File: src/rtl/alien_calc_pkg.sv
// Shared constants, op codes and state encoding for the Alien Calculator core.
// Operands are 5-bit sign-magnitude: bit 4 = 1 means positive.
package alien_calc_pkg;

    localparam int MAG_W = 4;
    localparam int RES_W = 8;
    localparam int SM_W  = MAG_W + 1;

    localparam logic [SM_W-1:0] POS_ZERO = 5'b1_0000;

    typedef enum logic [1:0] {
        OP_ADD = 2'd0,
        OP_SUB = 2'd1,
        OP_MUL = 2'd2,
        OP_DIV = 2'd3
    } op_e;

    typedef enum logic [1:0] {
        S_IDLE,
        S_CALC,
        S_DONE
    } state_e;

    // Two extra bits give room for the sign and for a sum of two operands.
    function automatic logic [MAG_W+1:0] sm_to_tc(input logic [SM_W-1:0] sm);
        logic [MAG_W+1:0] mag;
        mag = {2'b00, sm[MAG_W-1:0]};
        return sm[MAG_W] ? mag : -mag;
    endfunction

endpackage

File: src/rtl/alien_calc_if.sv
// Switch inputs and display-facing outputs of the calculator core.
// The core takes the slave view; the stimulus side takes the master view.
interface alien_calc_if;
    import alien_calc_pkg::*;

    logic             i_go;
    logic [1:0]       i_op;
    logic [SM_W-1:0]  i_A_sw;
    logic [SM_W-1:0]  i_B_sw;
    logic [SM_W-1:0]  o_A;
    logic [SM_W-1:0]  o_B;
    logic [RES_W-1:0] o_Result;
    logic             o_Neg;
    logic             o_busy;
    logic             o_done;
    logic             o_err;

    modport master (
        output i_go, i_op, i_A_sw, i_B_sw,
        input  o_A, o_B, o_Result, o_Neg, o_busy, o_done, o_err
    );

    modport slave (
        input  i_go, i_op, i_A_sw, i_B_sw,
        output o_A, o_B, o_Result, o_Neg, o_busy, o_done, o_err
    );

endinterface

File: src/rtl/seq_muldiv.sv
// Iterative unsigned magnitude engine: shift-add multiply (LSB first) or
// restoring divide (MSB first), one step per clock, done pulses after ITER steps.
module seq_muldiv
    import alien_calc_pkg::*;
#(
    parameter int ITER = 4
) (
    input  logic             clk,
    input  logic             rst,
    input  logic             start,
    input  logic             mode,
    input  logic [MAG_W-1:0] a,
    input  logic [MAG_W-1:0] b,
    output logic             done,
    output logic [RES_W-1:0] result
);

    localparam int CNT_W = $clog2(ITER + 1);

    logic             mode_q;
    logic             running;
    logic [CNT_W-1:0] cnt;
    logic [RES_W-1:0] acc;
    logic [RES_W-1:0] mcand;
    logic [MAG_W-1:0] work;
    logic [MAG_W-1:0] divisor;
    logic [MAG_W-1:0] rem;
    logic [MAG_W:0]   shifted;
    logic             fits;
    logic [MAG_W-1:0] rem_trial;

    // work holds the multiplier (shifting right) or the dividend/quotient (shifting left).
    always_comb begin
        shifted   = {rem, work[MAG_W-1]};
        fits      = (shifted >= {1'b0, divisor});
        rem_trial = shifted[MAG_W-1:0] - divisor;
        result    = mode_q ? {{(RES_W-MAG_W){1'b0}}, work} : acc;
    end

    always_ff @(posedge clk) begin
        if (rst) begin
            mode_q  <= 1'b0;
            running <= 1'b0;
            done    <= 1'b0;
            cnt     <= '0;
            acc     <= '0;
            mcand   <= '0;
            work    <= '0;
            divisor <= '0;
            rem     <= '0;
        end else begin
            done <= 1'b0;
            if (start) begin
                mode_q  <= mode;
                running <= 1'b1;
                cnt     <= CNT_W'(ITER);
                acc     <= '0;
                mcand   <= {{(RES_W-MAG_W){1'b0}}, a};
                work    <= mode ? a : b;
                divisor <= b;
                rem     <= '0;
            end else if (running) begin
                if (mode_q) begin
                    rem  <= fits ? rem_trial : shifted[MAG_W-1:0];
                    work <= {work[MAG_W-2:0], fits};
                end else begin
                    if (work[0]) begin
                        acc <= acc + mcand;
                    end
                    mcand <= mcand << 1;
                    work  <= work >> 1;
                end
                cnt <= cnt - CNT_W'(1);
                if (cnt == CNT_W'(1)) begin
                    running <= 1'b0;
                    done    <= 1'b1;
                end
            end
        end
    end

endmodule

File: src/rtl/alien_calc_core.sv
// Alien Calculator arithmetic core: latches switch operands on a go edge,
// runs add/sub/mul/div and holds sign-magnitude results for the display.
module alien_calc_core
    import alien_calc_pkg::*;
#(
    parameter int ITER = 4
) (
    input  logic         sys_clk,
    input  logic         i_rst,
    alien_calc_if.slave  bus
);

    state_e           state;
    state_e           state_next;
    op_e              op_q;
    logic             go_q;
    logic             start;
    logic             eng_start;
    logic             eng_done;
    logic [RES_W-1:0] eng_result;
    logic             commit;
    logic [RES_W-1:0] res_next;
    logic             neg_next;
    logic             err_next;
    logic [MAG_W+1:0] sum;
    logic [MAG_W+1:0] sum_mag;
    logic             div_zero;
    logic             eng_neg;

    assign start = bus.i_go & ~go_q & (state == S_IDLE);

    seq_muldiv #(.ITER(ITER)) u_muldiv (
        .clk    (sys_clk),
        .rst    (i_rst),
        .start  (eng_start),
        .mode   (op_e'(bus.i_op) == OP_DIV),
        .a      (bus.i_A_sw[MAG_W-1:0]),
        .b      (bus.i_B_sw[MAG_W-1:0]),
        .done   (eng_done),
        .result (eng_result)
    );

    // A zero sum or product comes out with a clear sign, so "-0" never reaches the display.
    always_comb begin
        sum      = (op_q == OP_SUB) ? sm_to_tc(bus.o_A) - sm_to_tc(bus.o_B)
                                    : sm_to_tc(bus.o_A) + sm_to_tc(bus.o_B);
        sum_mag  = sum[MAG_W+1] ? -sum : sum;
        div_zero = (bus.o_B[MAG_W-1:0] == '0);
        eng_neg  = (bus.o_A[MAG_W] ^ bus.o_B[MAG_W]) & (eng_result != '0);
    end

    always_comb begin
        state_next = state;
        eng_start  = 1'b0;
        commit     = 1'b0;
        res_next   = '0;
        neg_next   = 1'b0;
        err_next   = 1'b0;
        case (state)
            S_IDLE: begin
                if (start) begin
                    state_next = S_CALC;
                    eng_start  = (op_e'(bus.i_op) == OP_MUL) ||
                                 ((op_e'(bus.i_op) == OP_DIV) && (bus.i_B_sw[MAG_W-1:0] != '0));
                end
            end
            S_CALC: begin
                if ((op_q == OP_ADD) || (op_q == OP_SUB)) begin
                    commit     = 1'b1;
                    res_next   = {{(RES_W-MAG_W-2){1'b0}}, sum_mag};
                    neg_next   = sum[MAG_W+1];
                    state_next = S_DONE;
                end else if ((op_q == OP_DIV) && div_zero) begin
                    commit     = 1'b1;
                    err_next   = 1'b1;
                    state_next = S_DONE;
                end else if (eng_done) begin
                    commit     = 1'b1;
                    res_next   = eng_result;
                    neg_next   = eng_neg;
                    state_next = S_DONE;
                end
            end
            S_DONE: begin
                state_next = S_IDLE;
            end
            default: begin
                state_next = S_IDLE;
            end
        endcase
    end

    always_ff @(posedge sys_clk) begin
        if (i_rst) begin
            state <= S_IDLE;
        end else begin
            state <= state_next;
        end
    end

    // go_q resets high so a go held through reset is not seen as a fresh edge.
    always_ff @(posedge sys_clk) begin
        if (i_rst) begin
            go_q         <= 1'b1;
            op_q         <= OP_ADD;
            bus.o_A      <= POS_ZERO;
            bus.o_B      <= POS_ZERO;
            bus.o_Result <= '0;
            bus.o_Neg    <= 1'b0;
            bus.o_busy   <= 1'b0;
            bus.o_done   <= 1'b0;
            bus.o_err    <= 1'b0;
        end else begin
            go_q       <= bus.i_go;
            bus.o_done <= commit;
            if (start) begin
                bus.o_A    <= bus.i_A_sw;
                bus.o_B    <= bus.i_B_sw;
                op_q       <= op_e'(bus.i_op);
                bus.o_busy <= 1'b1;
                bus.o_err  <= 1'b0;
            end
            if (commit) begin
                bus.o_Result <= res_next;
                bus.o_Neg    <= neg_next;
                bus.o_err    <= err_next;
                bus.o_busy   <= 1'b0;
            end
        end
    end

endmodule
File: src/flat_wrapper.sv
// flat-port wrapper written by rule: the top's interface ports become plain ports
module alien_calc_core_flat import alien_calc_pkg::*;
#(
    parameter int ITER = 4
)
  (sys_clk, i_rst, bus_i_go, bus_i_op, bus_i_A_sw, bus_i_B_sw, bus_o_A, bus_o_B, bus_o_Result, bus_o_Neg, bus_o_busy, bus_o_done, bus_o_err);
  alien_calc_if bus_i ();
  input  logic sys_clk;
  input  logic i_rst;
  input wire logic [$bits(bus_i.i_go)-1:0] bus_i_go;
  input wire logic [$bits(bus_i.i_op)-1:0] bus_i_op;
  input wire logic [$bits(bus_i.i_A_sw)-1:0] bus_i_A_sw;
  input wire logic [$bits(bus_i.i_B_sw)-1:0] bus_i_B_sw;
  output wire logic [$bits(bus_i.o_A)-1:0] bus_o_A;
  output wire logic [$bits(bus_i.o_B)-1:0] bus_o_B;
  output wire logic [$bits(bus_i.o_Result)-1:0] bus_o_Result;
  output wire logic [$bits(bus_i.o_Neg)-1:0] bus_o_Neg;
  output wire logic [$bits(bus_i.o_busy)-1:0] bus_o_busy;
  output wire logic [$bits(bus_i.o_done)-1:0] bus_o_done;
  output wire logic [$bits(bus_i.o_err)-1:0] bus_o_err;
  assign bus_i.i_go = bus_i_go;
  assign bus_i.i_op = bus_i_op;
  assign bus_i.i_A_sw = bus_i_A_sw;
  assign bus_i.i_B_sw = bus_i_B_sw;
  assign bus_o_A = bus_i.o_A;
  assign bus_o_B = bus_i.o_B;
  assign bus_o_Result = bus_i.o_Result;
  assign bus_o_Neg = bus_i.o_Neg;
  assign bus_o_busy = bus_i.o_busy;
  assign bus_o_done = bus_i.o_done;
  assign bus_o_err = bus_i.o_err;
  alien_calc_core #(.ITER(ITER)) u_core (.sys_clk(sys_clk), .i_rst(i_rst), .bus(bus_i));
endmodule
File: config.mk
export PLATFORM = sky130hd
export DESIGN_NAME = alien_calc_core_flat
export DESIGN_NICKNAME = d
export VERILOG_FILES = /design/src/rtl/alien_calc_pkg.sv /design/src/rtl/alien_calc_if.sv /design/src/rtl/seq_muldiv.sv /design/src/rtl/alien_calc_core.sv /design/src/flat_wrapper.sv
export SDC_FILE = /design/constraint.sdc
export NUM_CORES = 1
export LEC_CHECK = 0
export BUFFER_PORTS_ARGS = -buffer_cell sky130_fd_sc_hd__buf_2
export CORE_MARGIN = 8
export CORE_UTILIZATION = 25
export DETAILED_ROUTE_END_ITERATION = 8
export HOLD_SLACK_MARGIN = 0.02
export PLACE_DENSITY = 0.49
export SLEW_MARGIN = 20
export SYNTH_ARGS = -nofsm -noshare
export SYNTH_HDL_FRONTEND = slang
export SYNTH_SLANG_ARGS = --single-unit
File: constraint.sdc
create_clock -name sys_clk -period 5.89 [get_ports sys_clk]
set_clock_uncertainty 0.1 [all_clocks]
set_input_delay 0.589 -clock sys_clk [delete_from_list [all_inputs] [get_ports sys_clk]]
set_output_delay 0.589 -clock sys_clk [all_outputs]
set_load 0.02 [all_outputs]
==> results of run 1 <==
## cell usage after synthesis (all sizes together), types with 2 or more instances
cell    instances  share of area
a21oi          46          0.065
clkbuf         20          0.021
or2             3         0.0053
xor2           10          0.025
ha             22          0.077
o21ai          18          0.025
nand3b          4         0.0084
inv            24          0.025
o211ai          5          0.012
nor4b           2         0.0049
dfxtp          61           0.34
a22oi           3         0.0063
o21a            2         0.0042
a21o            2         0.0042
mux2i          11          0.031
buf             2         0.0046
a311oi          4         0.0098
nor3           10          0.014
xnor2          10          0.029
nand4           2         0.0035
a211oi          6          0.013
nor4            3         0.0053
a22o            4         0.0098
nand2          72          0.076
fa              3          0.017
or4b            2         0.0067
nor2b          10          0.018
nand3          15          0.021
a221o           2         0.0060
a31oi           4         0.0070
nor2           47          0.050
nand2b         10          0.018
## where the power goes
group          total [W]  switching [W]  internal [W]
clock network   0.000491       0.000186      0.000305
registers       0.000438      0.0000143      0.000424
logic           0.000185       0.000106     0.0000797
## placed cells by master, fill, tap and decap left out, types with 4 or more instances in the layout
master                      synthesis  layout
sky130_fd_sc_hd__o211ai_1           4       4
sky130_fd_sc_hd__xnor2_1            8       8
sky130_fd_sc_hd__mux2i_1           11      11
sky130_fd_sc_hd__buf_2              1      36
sky130_fd_sc_hd__nor3_1            10      10
sky130_fd_sc_hd__dfxtp_1           61      61
sky130_fd_sc_hd__xor2_1            10      10
sky130_fd_sc_hd__nand3_1           15      15
sky130_fd_sc_hd__ha_1              22      22
sky130_fd_sc_hd__nor2b_1           10      10
sky130_fd_sc_hd__nand2_1           72      72
sky130_fd_sc_hd__clkbuf_16          0       9
sky130_fd_sc_hd__a211oi_1           6       6
sky130_fd_sc_hd__a21oi_1           46      46
sky130_fd_sc_hd__nor2_1            47      47
sky130_fd_sc_hd__inv_1             24      24
sky130_fd_sc_hd__nand3b_1           4       4
sky130_fd_sc_hd__nand2b_1          10      10
sky130_fd_sc_hd__a22o_1             4       4
sky130_fd_sc_hd__a311oi_1           4       4
sky130_fd_sc_hd__a31oi_1            4       4
sky130_fd_sc_hd__o21ai_0           18      18
## layer usage
| layer | vias to the layer above | routed length (um) | track usage |
|---|---|---|---|
| li1 | 1630 | - | - |
| met1 | 1499 | 4600 | 0.136 |
| met2 | 59 | 4160 | 0.160 |
| met3 | 9 | 477 | 0.0312 |
| met4 | 0 | 166 | 0.0481 |
| met5 | - | 0 | 0 |
## flip-flops by register name (all words and copies together) (netlist names)
| register | cells |
|---|---|
| u_core.bus.o_B | 5 |
| u_core.u_muldiv.cnt | 3 |
| u_core.u_muldiv.running | 1 |
| u_core.u_muldiv.divisor | 4 |
| u_core.bus.o_Neg | 1 |
| u_core.u_muldiv.mcand | 8 |
| u_core.u_muldiv.work | 4 |
| u_core.bus.o_err | 1 |
| u_core.bus.o_Result | 8 |
| u_core.u_muldiv.acc | 8 |
| u_core.bus.o_A | 5 |
| u_core.u_muldiv.mode_q | 1 |
| u_core.state | 2 |
| u_core.go_q | 1 |
| u_core.op_q | 2 |
| u_core.bus.o_done | 1 |
| u_core.bus.o_busy | 1 |
| u_core.u_muldiv.rem | 4 |
| u_core.u_muldiv.done | 1 |
## stage by stage
step,hold slack [ns],instances
floorplan,0.335,453
global placement,0.343,648
detailed placement,0.351,648
CTS,0.359,664
global route,0.367,664
finish,0.356,664
## area by class of cell
cell class                 count  area share
timing repair buffer          37      0.0450
tap                          180      0.0540
clock buffer                  12      0.0615
clock inverter                 4     0.00540
sequential                    61       0.293
multi-input combinational    346       0.519
inverter                      24      0.0216
## cells by family after synthesis
kind of cell,synth area share
xor gates and xnor gates,0.0534
buffers and inverters,0.0509
AOI/OAI and AO/OA,0.188
DFF,0.343
and+or+nand+nor,0.235
muxes,0.0351
adders and majority gates,0.0942
## critical path, delay by kind of cell, from the launching register on
family / cells / cell delay, ns
flip-flops: 1 / 0.49
AO/OA/AOI/OAI: 6 / 1.02
adder cells (fa/ha/maj): 2 / 0.61
buffers and inverters: 1 / 0.13
XOR/XNOR: 3 / 0.70
multiplexers: 1 / 0.33
AND/OR/NAND/NOR: 1 / 0.11
## worst paths after layout
| path | end | depth (start not counted) |
|---|---|---|
| min | u_core.u_muldiv.divisor[3] | 2 |
| max reg2reg | u_core.bus.o_Result[3] | 14 |
| min reg2reg | u_core.u_muldiv.divisor[3] | 2 |
| max | u_core.bus.o_Result[3] | 14 |
==> results.rst, run 1 <==
.. list-table::
   :header-rows: 1

   * - Metric
     - Value
   * - Multi-input gate area
     - 2160 um2
   * - Count of pins over their slew limit
     - 0
   * - Overall Global Routing Usage
     - 0.106
   * - Average via count per standard cell
     - 4.81
   * - Count of final setup violators
     - 0
   * - Launching element type of the critical path
     - flip-flop
   * - Post-Synthesis Mean Instance Area
     - 7.86 um2
   * - Source of the critical timing path
     - u_core.bus.o_B[0]
   * - Element type at the critical path end
     - flip-flop
   * - Leak pwr
     - 1.61 nW
   * - H-tree level count
     - 3
   * - Remaining antenna violation count after routing
     - 0
   * - Max-cap violations
     - 0
   * - Path category of the worst min-delay check
     - reg -> reg
   * - Least-Margin Pin Slew
     - 0.866 ns
   * - Total nets after synthesis
     - 493
   * - CP Cell Sequence
     - inv_1 -> ha_1 -> xor2_1 -> a22oi_1 -> o21ai_0 -> xnor2_1 -> ha_1 -> o21ai_0 -> a21oi_1 -> o21ai_0 -> nand2b_1 -> xnor2_2 -> mux2_4 -> a221o_1
   * - Final critical path time including I/O delays and setup
     - 3.61 ns
   * - I/O Pins
     - 37
   * - Post-layout power
     - 0.00111 W
   * - Most used cell, CP
     - sky130_fd_sc_hd__o21ai_0
   * - Relative area change from synthesis to final layout
     - 17.0%
   * - Initial cell density of the core
     - 0.257
   * - Synthesized instance count
     - 453
   * - Quantity of hold-fixing buffers added after cts
     - 0
   * - Placement-stage cell area
     - 3890 um2
   * - Critical path's slowest cell
     - sky130_fd_sc_hd__dfxtp_1
   * - CTS root buf
     - sky130_fd_sc_hd__clkbuf_16
   * - Pin count of the biggest net entering global routing
     - 35
   * - Post-CTS sizing
     - 0
   * - Worst setup path category
     - reg -> reg
   * - Delay contributed by the slowest stage of the critical path
     - 0.49 ns
   * - Post-route setup TNS
     - 0 ns
   * - Clock tree from TritonCTS
     - done
   * - DP Worst Slack
     - 2.31 ns
   * - Dominant synthesized flop cell
     - sky130_fd_sc_hd__dfxtp_1
   * - Final hold violation count
     - 0
   * - Required time reported for the critical path endpoint
     - 6.00 ns
   * - Total Routed Length
     - 9.41 mm
   * - Initial antenna violation count
     - 0
   * - Cell row count
     - 43
   * - First-pass GRT wire length
     - 15.5 mm
   * - Reg clk slew, reported paths
     - 0.05 ns
   * - Detailed-routing iteration count for the pre-antenna-repair pass
     - 5
   * - Data arrival time of the critical path
     - 3.72 ns
   * - Fill cell instance count of the final layout
     - 1526
   * - Async S/R FF share, synth
     - 0
   * - Clock Path Buffers
     - 2
   * - Maximum vdd ir drop
     - 0.000143 V
   * - Post-synth EDFFs
     - 0
   * - Clock network latency to the later pin of the worst-skew pair
     - 0.33 ns
   * - Chip Height
     - 135 um
   * - Total die area
     - 18300 um2
   * - PwrDens
     - 268 nW/um2
   * - Number of sinks handled by clock tree synthesis
     - 61
   * - Count of distinct cell types in the synthesized netlist
     - 51
   * - Outcome
     - complete, no violations
   * - Max Freq
     - 277 MHz
   * - Die Span X
     - 135 um
   * - Synthesis warning total
     - 0
   * - Critical path fanouts, max
     - 8
   * - Number of CTS-inserted buffers
     - 9
   * - Routability-driven placement congestion ratio
     - 0.848
   * - Core Region
     - 13900 um2
   * - Cell area after layout
     - 4170 um2
   * - Share of synthesized area occupied by flip-flops and latches
     - 0.343
   * - Final worst slack
     - 2.28 ns
   * - Ratio of final minimum period to clock period
     - 0.612
   * - Routed WL per cell
     - 14.2 um
   * - Iter 0 DRT Violations
     - 188
   * - R2r startpoint
     - u_core.bus.o_B[0]
   * - Final design utilization
     - 0.300
   * - Area occupied by registers
     - 1220 um2
   * - Area of the mapped netlist
     - 3560 um2
   * - Worst slew margin relative to its limit
     - 0.422
   * - HPWL after detailed placement
     - 7.24 mm
   * - Vias in the first global route
     - 3068
   * - Proportion of layout cells with a drive suffix above 1
     - 0.134
   * - Antenna Cells
     - 0
   * - GRT Residual Overflow
     - 0
   * - Total via count after detailed routing
     - 3197
   * - Minimum setup slack among reg-to-reg paths
     - 2.28 ns
   * - DRC violations left
     - 0
   * - Number of flip-flops and latches in the synthesized netlist
     - 61
   * - Setup repair after global routing missed its margin
     - no
   * - Post-CTS Setup Repair Bufs
     - 0
   * - Count of buffers inserted at the top-level ports
     - 36
   * - Hold path startpoint
     - u_core.u_muldiv.divisor[3]
   * - Count of nets after finishing
     - 519
No activity file was read; power rests on OpenSTA's default activity.
==> run 2, diff against run 1 <==
==> constraint.sdc (replaced) <==
create_clock -name sys_clk -period 3.8 [get_ports sys_clk]
set_clock_uncertainty 0.1 [all_clocks]
set_input_delay 0.38 -clock sys_clk [delete_from_list [all_inputs] [get_ports sys_clk]]
set_output_delay 0.38 -clock sys_clk [all_outputs]
set_load 0.02 [all_outputs]
==> run 2 against run 1 <==
Against the previous run:
- global-route usage barely moved
- register-to-register slack got worse by 2.0 ns
- critical path depth rose by 1
- fmax rose by 2.4%
- utilization rose by 0.22 points
- clock power rose by 56%
- cell count rose by 0.45%
- non-clock buffer count rose by 4
- setup slack got worse by 2.0 ns
- largest power group unchanged
==> results.rst, run 2 (synthesis gave the netlist of run 1 again) <==
.. list-table::
   :header-rows: 1

   * - Metric
     - Value
   * - Outcome
     - complete, no violations
   * - Minimum setup slack among reg-to-reg paths
     - 0.28 ns (-2.01 ns)
   * - Die Span X
     - 135 um (unchanged)
   * - Iter 0 DRT Violations
     - 188 (unchanged)
   * - Remaining antenna violation count after routing
     - 0 (unchanged)
   * - Final hold violation count
     - 0 (unchanged)
   * - Largest regs
     - u_core.bus.o_Result: 8 flops, u_core.u_muldiv.acc: 8 flops, u_core.u_muldiv.mcand: 8 flops
   * - DP Worst Slack
     - 0.333 ns (-1.97 ns)
   * - Average via count per standard cell
     - 4.70 (-2.3%)
   * - Antenna Cells
     - 0 (unchanged)
   * - Switching power of the nets
     - 0.000463 W (+51%)
   * - Relative area change from synthesis to final layout
     - 17.9%
   * - Max-cap violations
     - 0 (unchanged)
   * - Number of CTS-inserted buffers
     - 9 (unchanged)
   * - Pin count of the biggest net entering global routing
     - 35 (unchanged)
   * - Largest delay contributor family on the critical path
     - adder cells
   * - Detailed-routing iteration count for the pre-antenna-repair pass
     - 4 (-1)
   * - Cell area after layout
     - 4200 um2 (+0.72%)
   * - Core Region
     - 13900 um2 (unchanged)
   * - DRC violations left
     - 0 (unchanged)
   * - Overall Global Routing Usage
     - 0.106 (+0.000389)
   * - Final worst slack
     - 0.278 ns (-2.01 ns)
   * - Flop pwr share
     - 0.390 (-0.003)
   * - Launching element type of the critical path
     - flip-flop
   * - Critical path fanouts, max
     - 7 (-1)
   * - Worst setup endpoint
     - u_core.bus.o_Result[3]
   * - Post-CTS sizing
     - 0 (unchanged)
   * - Data arrival time of the critical path
     - 3.64 ns (-0.08 ns)
   * - Ratio of final minimum period to clock period
     - 0.927 (+0.315)
   * - Source of the critical timing path
     - u_core.bus.o_B[1]
   * - Routed WL per cell
     - 14.1 um (-0.24%)
   * - Count of pins over their slew limit
     - 0 (unchanged)
   * - I/O Pins
     - 37 (unchanged)
   * - Leak pwr
     - 1.63 nW (+1.3%)
   * - Least-Margin Pin Slew
     - 0.892 ns (+0.0262 ns)
   * - Vias in the first global route
     - 3040 (-0.91%)
   * - H-tree level count
     - 3 (unchanged)
   * - Path category of the worst min-delay check
     - in -> reg
   * - Proportion of layout cells with a drive suffix above 1
     - 0.138 (+0.00328)
   * - Worst setup path category
     - reg -> reg
   * - Total via count after detailed routing
     - 3136 (-1.9%)
   * - Length in cells of the worst reg-to-reg path
     - 15 (+1)
   * - GRT Residual Overflow
     - 0 (unchanged)
   * - Final hold slack
     - 0.156 ns (-0.200 ns)
   * - First-pass GRT wire length
     - 15.5 mm (-0.14%)
   * - Switching portion of total power
     - 0.267 (-0.00788)
   * - Number of stages on the worst setup path
     - 15 (+1)
   * - Clock tree from TritonCTS
     - done
   * - Total die area
     - 18300 um2 (unchanged)
   * - Worst slew margin relative to its limit
     - 0.404 (-0.0175)
   * - Routability-driven placement congestion ratio
     - 0.787 (-7.1%)
   * - Max Freq
     - 284 MHz (+2.4%)
   * - Critical path's slowest cell
     - sky130_fd_sc_hd__dfxtp_1
   * - PwrDens
     - 413 nW/um2 (+54%)
   * - Chip Height
     - 135 um (unchanged)
   * - Leading cell type in the layout, fill and taps excluded
     - sky130_fd_sc_hd__nand2_1
   * - CP Cell Sequence
     - inv_1 -> ha_1 -> mux2i_1 -> ha_1 -> nand2_1 -> o21ai_0 -> inv_1 -> ha_1 -> nand2b_1 -> a21oi_1 -> o21ai_0 -> nand2b_1 -> xnor2_2 -> mux2_4 -> a221o_1
   * - Commonest cells after routing, fill and taps aside
     - sky130_fd_sc_hd__nand2_1 (72), sky130_fd_sc_hd__dfxtp_1 (61), sky130_fd_sc_hd__nor2_1 (47)
   * - Clock network latency to the later pin of the worst-skew pair
     - 0.33 ns (about the same)
   * - Count of final setup violators
     - 0 (unchanged)
   * - Post-layout power
     - 0.00173 W (+56%)
   * - R2r startpoint
     - u_core.bus.o_B[1]
   * - Fraction of power consumed by combinational cells
     - 0.169 (+0.003)
   * - Element type at the critical path end
     - flip-flop
   * - Total Routed Length
     - 9.43 mm (+0.21%)
   * - CTS root buf
     - sky130_fd_sc_hd__clkbuf_16
   * - Initial antenna violation count
     - 0 (unchanged)
   * - Count of buffers inserted at the top-level ports
     - 36 (unchanged)
   * - Final critical path time including I/O delays and setup
     - 3.52 ns (-0.0831 ns)
   * - Count of buffering cells on the critical path with inverters included
     - 2 (+1)
   * - Setup repair after global routing missed its margin
     - no
   * - Delay contributed by the slowest stage of the critical path
     - 0.43 ns (-0.06 ns)
   * - Cell row count
     - 43 (unchanged)
   * - Placement-stage cell area
     - 3920 um2 (+0.77%)
   * - Most used cell, CP
     - sky130_fd_sc_hd__ha_1
   * - Count of nets after finishing
     - 523 (+0.77%)
   * - Maximum vdd ir drop
     - 0.000186 V (+30%)
   * - HPWL after detailed placement
     - 7.23 mm (-0.21%)
   * - Reg clk slew, reported paths
     - 0.05 ns (about the same)
   * - Required time reported for the critical path endpoint
     - 3.91 ns (-2.09 ns)
   * - Initial cell density of the core
     - 0.257 (unchanged)
   * - Number of sinks handled by clock tree synthesis
     - 61 (unchanged)
   * - Endpoint of the most critical register-to-register path
     - u_core.bus.o_Result[3]
   * - Fill cell instance count of the final layout
     - 1516 (-0.66%)
   * - Post-CTS Setup Repair Bufs
     - 0 (unchanged)
   * - Post-route setup TNS
     - 0 ns (unchanged)
   * - Part of the power in the clock network
     - 0.441 (about the same)
   * - Clock Path Buffers
     - 2 (unchanged)
   * - Internal power component
     - 0.00127 W (+57%)
   * - Quantity of hold-fixing buffers added after cts
     - 0 (unchanged)
## run 2: cell count changes in the layout (fill, tap and decap cells not counted)
cell                         before  now
sky130_fd_sc_hd__buf_4            1    5
sky130_fd_sc_hd__clkinv_2         3    1
sky130_fd_sc_hd__clkinvlp_4       1    0
sky130_fd_sc_hd__clkbuf_1         1    2
sky130_fd_sc_hd__clkbuf_8         2    3
## run 2: stage by stage
step                utilization  cells
floorplan                     -    453
global placement          0.282    652
detailed placement        0.282    652
CTS                       0.302    667
global route              0.302    667
finish                    0.302    667
## run 2: how the worst min path moves through the flow
stage,to,cells after the start,slack [ns],startpoint
final,u_core.bus.o_A[4],3,0.16,bus_i_A_sw[4]
after global routing,u_core.bus.o_A[4],3,0.17,bus_i_A_sw[4]
after global placement,u_core.bus.o_busy,1,0.34,u_core.bus.o_busy
after floorplan,u_core.u_muldiv.done,1,0.34,u_core.u_muldiv.cnt[2]
after CTS,u_core.bus.o_A[4],3,0.14,bus_i_A_sw[4]
after detailed placement,u_core.bus.o_busy,1,0.35,u_core.bus.o_busy
## run 2: per-layer routing
metal  up-vias  part of all wire  track usage
met1      1449              0.51        0.137
met2        48              0.44        0.164
li1       1631                 -            -
met3         8             0.042       0.0293
met5         -                 0            0
met4         0             0.012       0.0438
## run 2: power by group through the flow
stage / Sequential (W) / Clock, W / Combinational [W]
after CTS: 0.000675 / 0.000792 / 0.000295
after detailed placement: 0.000689 / 0 / 0.000293
final: 0.000676 / 0.000765 / 0.000294
after global routing: 0.000678 / 0.000812 / 0.000328
after global placement: 0.000688 / 0 / 0.000289
after floorplan: 0.000691 / 0 / 0.000222
## run 2: cell type report
| cell class | count | area (um2) | share of cell area |
|---|---|---|---|
| clock buffer | 14 | 274 | 0.0653 |
| clock inverter | 1 | 5.00 | 0.00119 |
| inverter | 24 | 90.1 | 0.0215 |
| multi-input combinational | 346 | 2160 | 0.516 |
| sequential | 61 | 1220 | 0.291 |
| tap | 180 | 225 | 0.0537 |
| timing repair buffer | 41 | 218 | 0.0519 |
## run 2: worst register-to-register path: cells and delay by family, from the launching register on
kind | cells | cell delay, ns
DFF | 1 | 0.43
AOI/OAI and AO/OA | 4 | 0.69
muxes | 2 | 0.54
buffers and inverters | 2 | 0.19
xor gates and xnor gates | 1 | 0.37
adders and majority gates | 3 | 0.78
and+or+nand+nor | 3 | 0.28
==> run 3, diff against run 2 <==
--- a/config.mk
+++ b/config.mk
@@ -5,8 +5,9 @@
 export SDC_FILE = /design/constraint.sdc
 export NUM_CORES = 1
 export LEC_CHECK = 0
+export ABC_AREA = 1
 export BUFFER_PORTS_ARGS = -buffer_cell sky130_fd_sc_hd__buf_2
-export CORE_MARGIN = 8
+export CORE_MARGIN = 3
 export CORE_UTILIZATION = 25
 export DETAILED_ROUTE_END_ITERATION = 8
 export HOLD_SLACK_MARGIN = 0.02
==> run 3 against run 2 <==
Against the previous run:
- register-to-register slack gained 0.24 ns
- hold slack gained 0.0070 ns
- largest power group unchanged
- fmax grew 7.3%
==> results.rst, run 3 <==
.. list-table::
   :header-rows: 1

   * - Metric
     - Value
   * - Ratio of final minimum period to clock period
     - 0.864 (-0.0629)
   * - Commonest cells after routing, fill and taps aside
     - sky130_fd_sc_hd__nand2_1 (129), sky130_fd_sc_hd__inv_1 (66), sky130_fd_sc_hd__dfxtp_1 (61)
   * - Vias in the first global route
     - 3401 (+12%)
   * - Post-synth EDFFs
     - 0 (unchanged)
   * - DP Worst Slack
     - 0.603 ns (+0.270 ns)
   * - Leading cell type by number of instances after synthesis
     - sky130_fd_sc_hd__nand2_1
   * - Final design utilization
     - 0.306 (+0.00328)
   * - Max Freq
     - 305 MHz (+7.3%)
   * - Number of CTS-inserted buffers
     - 9 (unchanged)
   * - Required time reported for the critical path endpoint
     - 3.92 ns (about the same)
   * - Cell row count
     - 43 (unchanged)
   * - Post-route setup TNS
     - 0 ns (unchanged)
   * - Total Routed Length
     - 9.74 mm (+3.3%)
   * - H-tree level count
     - 3 (unchanged)
   * - Least-Margin Pin Slew
     - 0.692 ns (-0.199 ns)
   * - CTS root buf
     - sky130_fd_sc_hd__clkbuf_16
   * - First-pass GRT wire length
     - 16.5 mm (+6.7%)
   * - Post-CTS sizing
     - 0 (unchanged)
   * - Count of final setup violators
     - 0 (unchanged)
   * - Overall Global Routing Usage
     - 0.128 (+0.0215)
   * - Initial antenna violation count
     - 0 (unchanged)
   * - Final critical path time including I/O delays and setup
     - 3.28 ns (-0.239 ns)
   * - Synthesized instance count
     - 519 (+15%)
   * - Share of synthesized area occupied by flip-flops and latches
     - 0.333 (-0.0103)
   * - Largest cells by area after synthesis
     - sky130_fd_sc_hd__dfxtp_1 (33%), sky130_fd_sc_hd__nand2_1 (13%), sky130_fd_sc_hd__ha_1 (7.5%)
   * - Chip Height
     - 127 um (-6.0%)
   * - Worst slew margin relative to its limit
     - 0.538 (+0.134)
   * - Antenna Cells
     - 0 (unchanged)
   * - Average via count per standard cell
     - 4.57 (-2.9%)
   * - Top cell type by total area after synthesis
     - sky130_fd_sc_hd__dfxtp_1
   * - Area of the mapped netlist
     - 3670 um2 (+3.1%)
   * - Data arrival time of the critical path
     - 3.41 ns (-0.23 ns)
   * - Final hold violation count
     - 0 (unchanged)
   * - Number of sinks handled by clock tree synthesis
     - 61 (unchanged)
   * - Pin count of the biggest net entering global routing
     - 22 (-37%)
   * - Minimum setup slack among reg-to-reg paths
     - 0.52 ns (+0.24 ns)
   * - R2r startpoint
     - u_core.bus.o_B[0]
   * - Setup repair after global routing missed its margin
     - no
   * - Critical path fanouts, max
     - 5 (-2)
   * - Dominant synthesized flop cell
     - sky130_fd_sc_hd__dfxtp_1
   * - Count of pins over their slew limit
     - 0 (unchanged)
   * - Cell area after layout
     - 4310 um2 (+2.7%)
   * - Post-CTS Setup Repair Bufs
     - 0 (unchanged)
   * - Initial cell density of the core
     - 0.260 (+0.00389)
   * - Worst-case hold path end point
     - u_core.go_q
   * - Largest regs
     - u_core.bus.o_Result: 8 flops, u_core.u_muldiv.acc: 8 flops, u_core.u_muldiv.mcand: 8 flops
   * - Relative area change from synthesis to final layout
     - 17.4%
   * - Worst setup path category
     - reg -> reg
   * - Clock network latency to the later pin of the worst-skew pair
     - 0.33 ns (about the same)
   * - Synthesis warning total
     - 0 (unchanged)
   * - Final worst slack
     - 0.517 ns (+0.239 ns)
   * - Post-Synthesis Mean Instance Area
     - 7.07 um2 (-10%)
   * - Share of the synthesized area in the top cell type
     - 0.333 (-0.0103)
   * - Die Span X
     - 127 um (-6.0%)
   * - Clock tree from TritonCTS
     - done
   * - Detailed-routing iteration count for the pre-antenna-repair pass
     - 4 (unchanged)
   * - Total via count after detailed routing
     - 3384 (+7.9%)
   * - Outcome
     - complete, no violations
   * - Routability-driven placement congestion ratio
     - 0.950 (+21%)
   * - Count of distinct cell types in the synthesized netlist
     - 43 (-16%)
   * - Iter 0 DRT Violations
     - 206 (+9.6%)
   * - Reg clk slew, reported paths
     - 0.05 ns (about the same)
   * - Number of flip-flops and latches in the synthesized netlist
     - 61 (unchanged)
   * - Launching element type of the critical path
     - flip-flop
   * - Count of buffers inserted at the top-level ports
     - 36 (unchanged)
   * - PwrDens
     - 439 nW/um2 (+6.3%)
   * - Length in cells of the worst reg-to-reg path
     - 22 (+7)
   * - Element type at the critical path end
     - flip-flop
   * - Max-cap violations
     - 0 (unchanged)
   * - Number of instances on the worst hold path
     - 2 (-1)
   * - HPWL after detailed placement
     - 7.68 mm (+6.2%)
   * - Core Region
     - 14100 um2 (+1.6%)
   * - Placement-stage cell area
     - 4020 um2 (+2.6%)
   * - Remaining antenna violation count after routing
     - 0 (unchanged)
   * - Synth cell count leaders
     - sky130_fd_sc_hd__nand2_1 (129), sky130_fd_sc_hd__inv_1 (66), sky130_fd_sc_hd__dfxtp_1 (61)
   * - Hold path startpoint
     - bus_i_go
   * - Leading cell type in the layout, fill and taps excluded
     - sky130_fd_sc_hd__nand2_1
   * - Path category of the worst min-delay check
     - in -> reg
   * - Total nets after synthesis
     - 559 (+13%)
   * - I/O Pins
     - 37 (unchanged)
   * - Quantity of hold-fixing buffers added after cts
     - 0 (unchanged)
   * - Clock Path Buffers
     - 2 (unchanged)
   * - DRC violations left
     - 0 (unchanged)
   * - Final hold slack
     - 0.163 ns (+0.00702 ns)
   * - Proportion of layout cells with a drive suffix above 1
     - 0.148 (+0.0104)
   * - Routed WL per cell
     - 13.1 um (-7.0%)
   * - GRT Residual Overflow
     - 0 (unchanged)
   * - Leak pwr
     - 2.00 nW (+23%)
   * - Total die area
     - 16200 um2 (-12%)
   * - Count of nets after finishing
     - 596 (+14%)
   * - Async S/R FF share, synth
     - 0 (unchanged)
   * - Maximum vdd ir drop
     - 0.000221 V (+19%)
   * - Endpoint of the most critical register-to-register path
     - u_core.bus.o_Result[3]
run 3: cells by family (layout without fill, tap and decap cells):
family	count (synthesis)	count (layout)	synth area share
xor gates and xnor gates	15	15	0.0378
muxes	1	1	0.00273
and+or+nand+nor	220	220	0.269
adders and majority gates	25	25	0.0913
AOI/OAI and AO/OA	113	113	0.174
DFF	61	61	0.333
buffers and inverters	84	126	0.0924
run 3: critical path, cell delays in order (launching register included):
cell                      delay, ns
sky130_fd_sc_hd__dfxtp_1       0.38
sky130_fd_sc_hd__inv_1         0.12
sky130_fd_sc_hd__ha_1          0.31
sky130_fd_sc_hd__nand2_2       0.05
sky130_fd_sc_hd__nand2_2       0.07
sky130_fd_sc_hd__inv_1         0.06
sky130_fd_sc_hd__ha_1          0.19
sky130_fd_sc_hd__a31oi_1       0.20
sky130_fd_sc_hd__xor2_1        0.16
sky130_fd_sc_hd__inv_1         0.06
sky130_fd_sc_hd__ha_1          0.32
sky130_fd_sc_hd__a21oi_1       0.21
sky130_fd_sc_hd__nand2_1       0.09
sky130_fd_sc_hd__nor2_1        0.16
sky130_fd_sc_hd__nand3_2       0.13
sky130_fd_sc_hd__nand2_1       0.13
sky130_fd_sc_hd__nand2_4       0.08
sky130_fd_sc_hd__nand2_4       0.09
sky130_fd_sc_hd__nand2_1       0.05
sky130_fd_sc_hd__nand2_1       0.06
sky130_fd_sc_hd__nand2_1       0.05
sky130_fd_sc_hd__nand3_1       0.07
sky130_fd_sc_hd__nand2_1       0.04
run 3: layer usage:
metal / up-vias / global-route usage / routed length [um]
li1: 1771 / - / -
met1: 1550 / 0.157 / 4590
met2: 53 / 0.221 / 4630
met3: 10 / 0.0351 / 398
met4: 0 / 0.0347 / 124
met5: - / 0 / 0
run 3: layout make-up:
type                    count  area (um2)
clock buffers              15         258
clock inverters             1        30.0
fillers                  1598        9790
inverters                  73         277
multi-input cells         374        2110
flip-flops and latches     61        1220
well taps                 180         225
repair buffers             37         188
run 3: stage by stage:
stage / instances / total power (W)
floorplan: 519 / 0.00102
global placement: 725 / 0.00110
detailed placement: 725 / 0.00111
CTS: 741 / 0.00192
global route: 741 / 0.00201
finish: 741 / 0.00189
run 3: where the power goes:
part | internal, W | leakage, nW | total [W] | switching, W
logic | 0.000151 | 1.37 | 0.000421 | 0.000270
registers | 0.000660 | 0.494 | 0.000677 | 0.0000176
clock network | 0.000526 | 0.138 | 0.000795 | 0.000269
total | 0.00134 | 2.00 | 0.00189 | 0.000556
run 3: worst max-delay path by stage:
stage | start | endpoint | depth (start not counted)
after floorplan | u_core.bus.o_B[0] | u_core.bus.o_Result[3] | 24
after global placement | u_core.bus.o_B[0] | u_core.bus.o_Result[3] | 22
after detailed placement | u_core.bus.o_B[0] | u_core.bus.o_Result[3] | 22
after CTS | u_core.bus.o_B[0] | u_core.bus.o_Result[4] | 22
after global routing | u_core.bus.o_B[0] | u_core.bus.o_Result[1] | 22
final | u_core.bus.o_B[0] | u_core.bus.o_Result[3] | 22
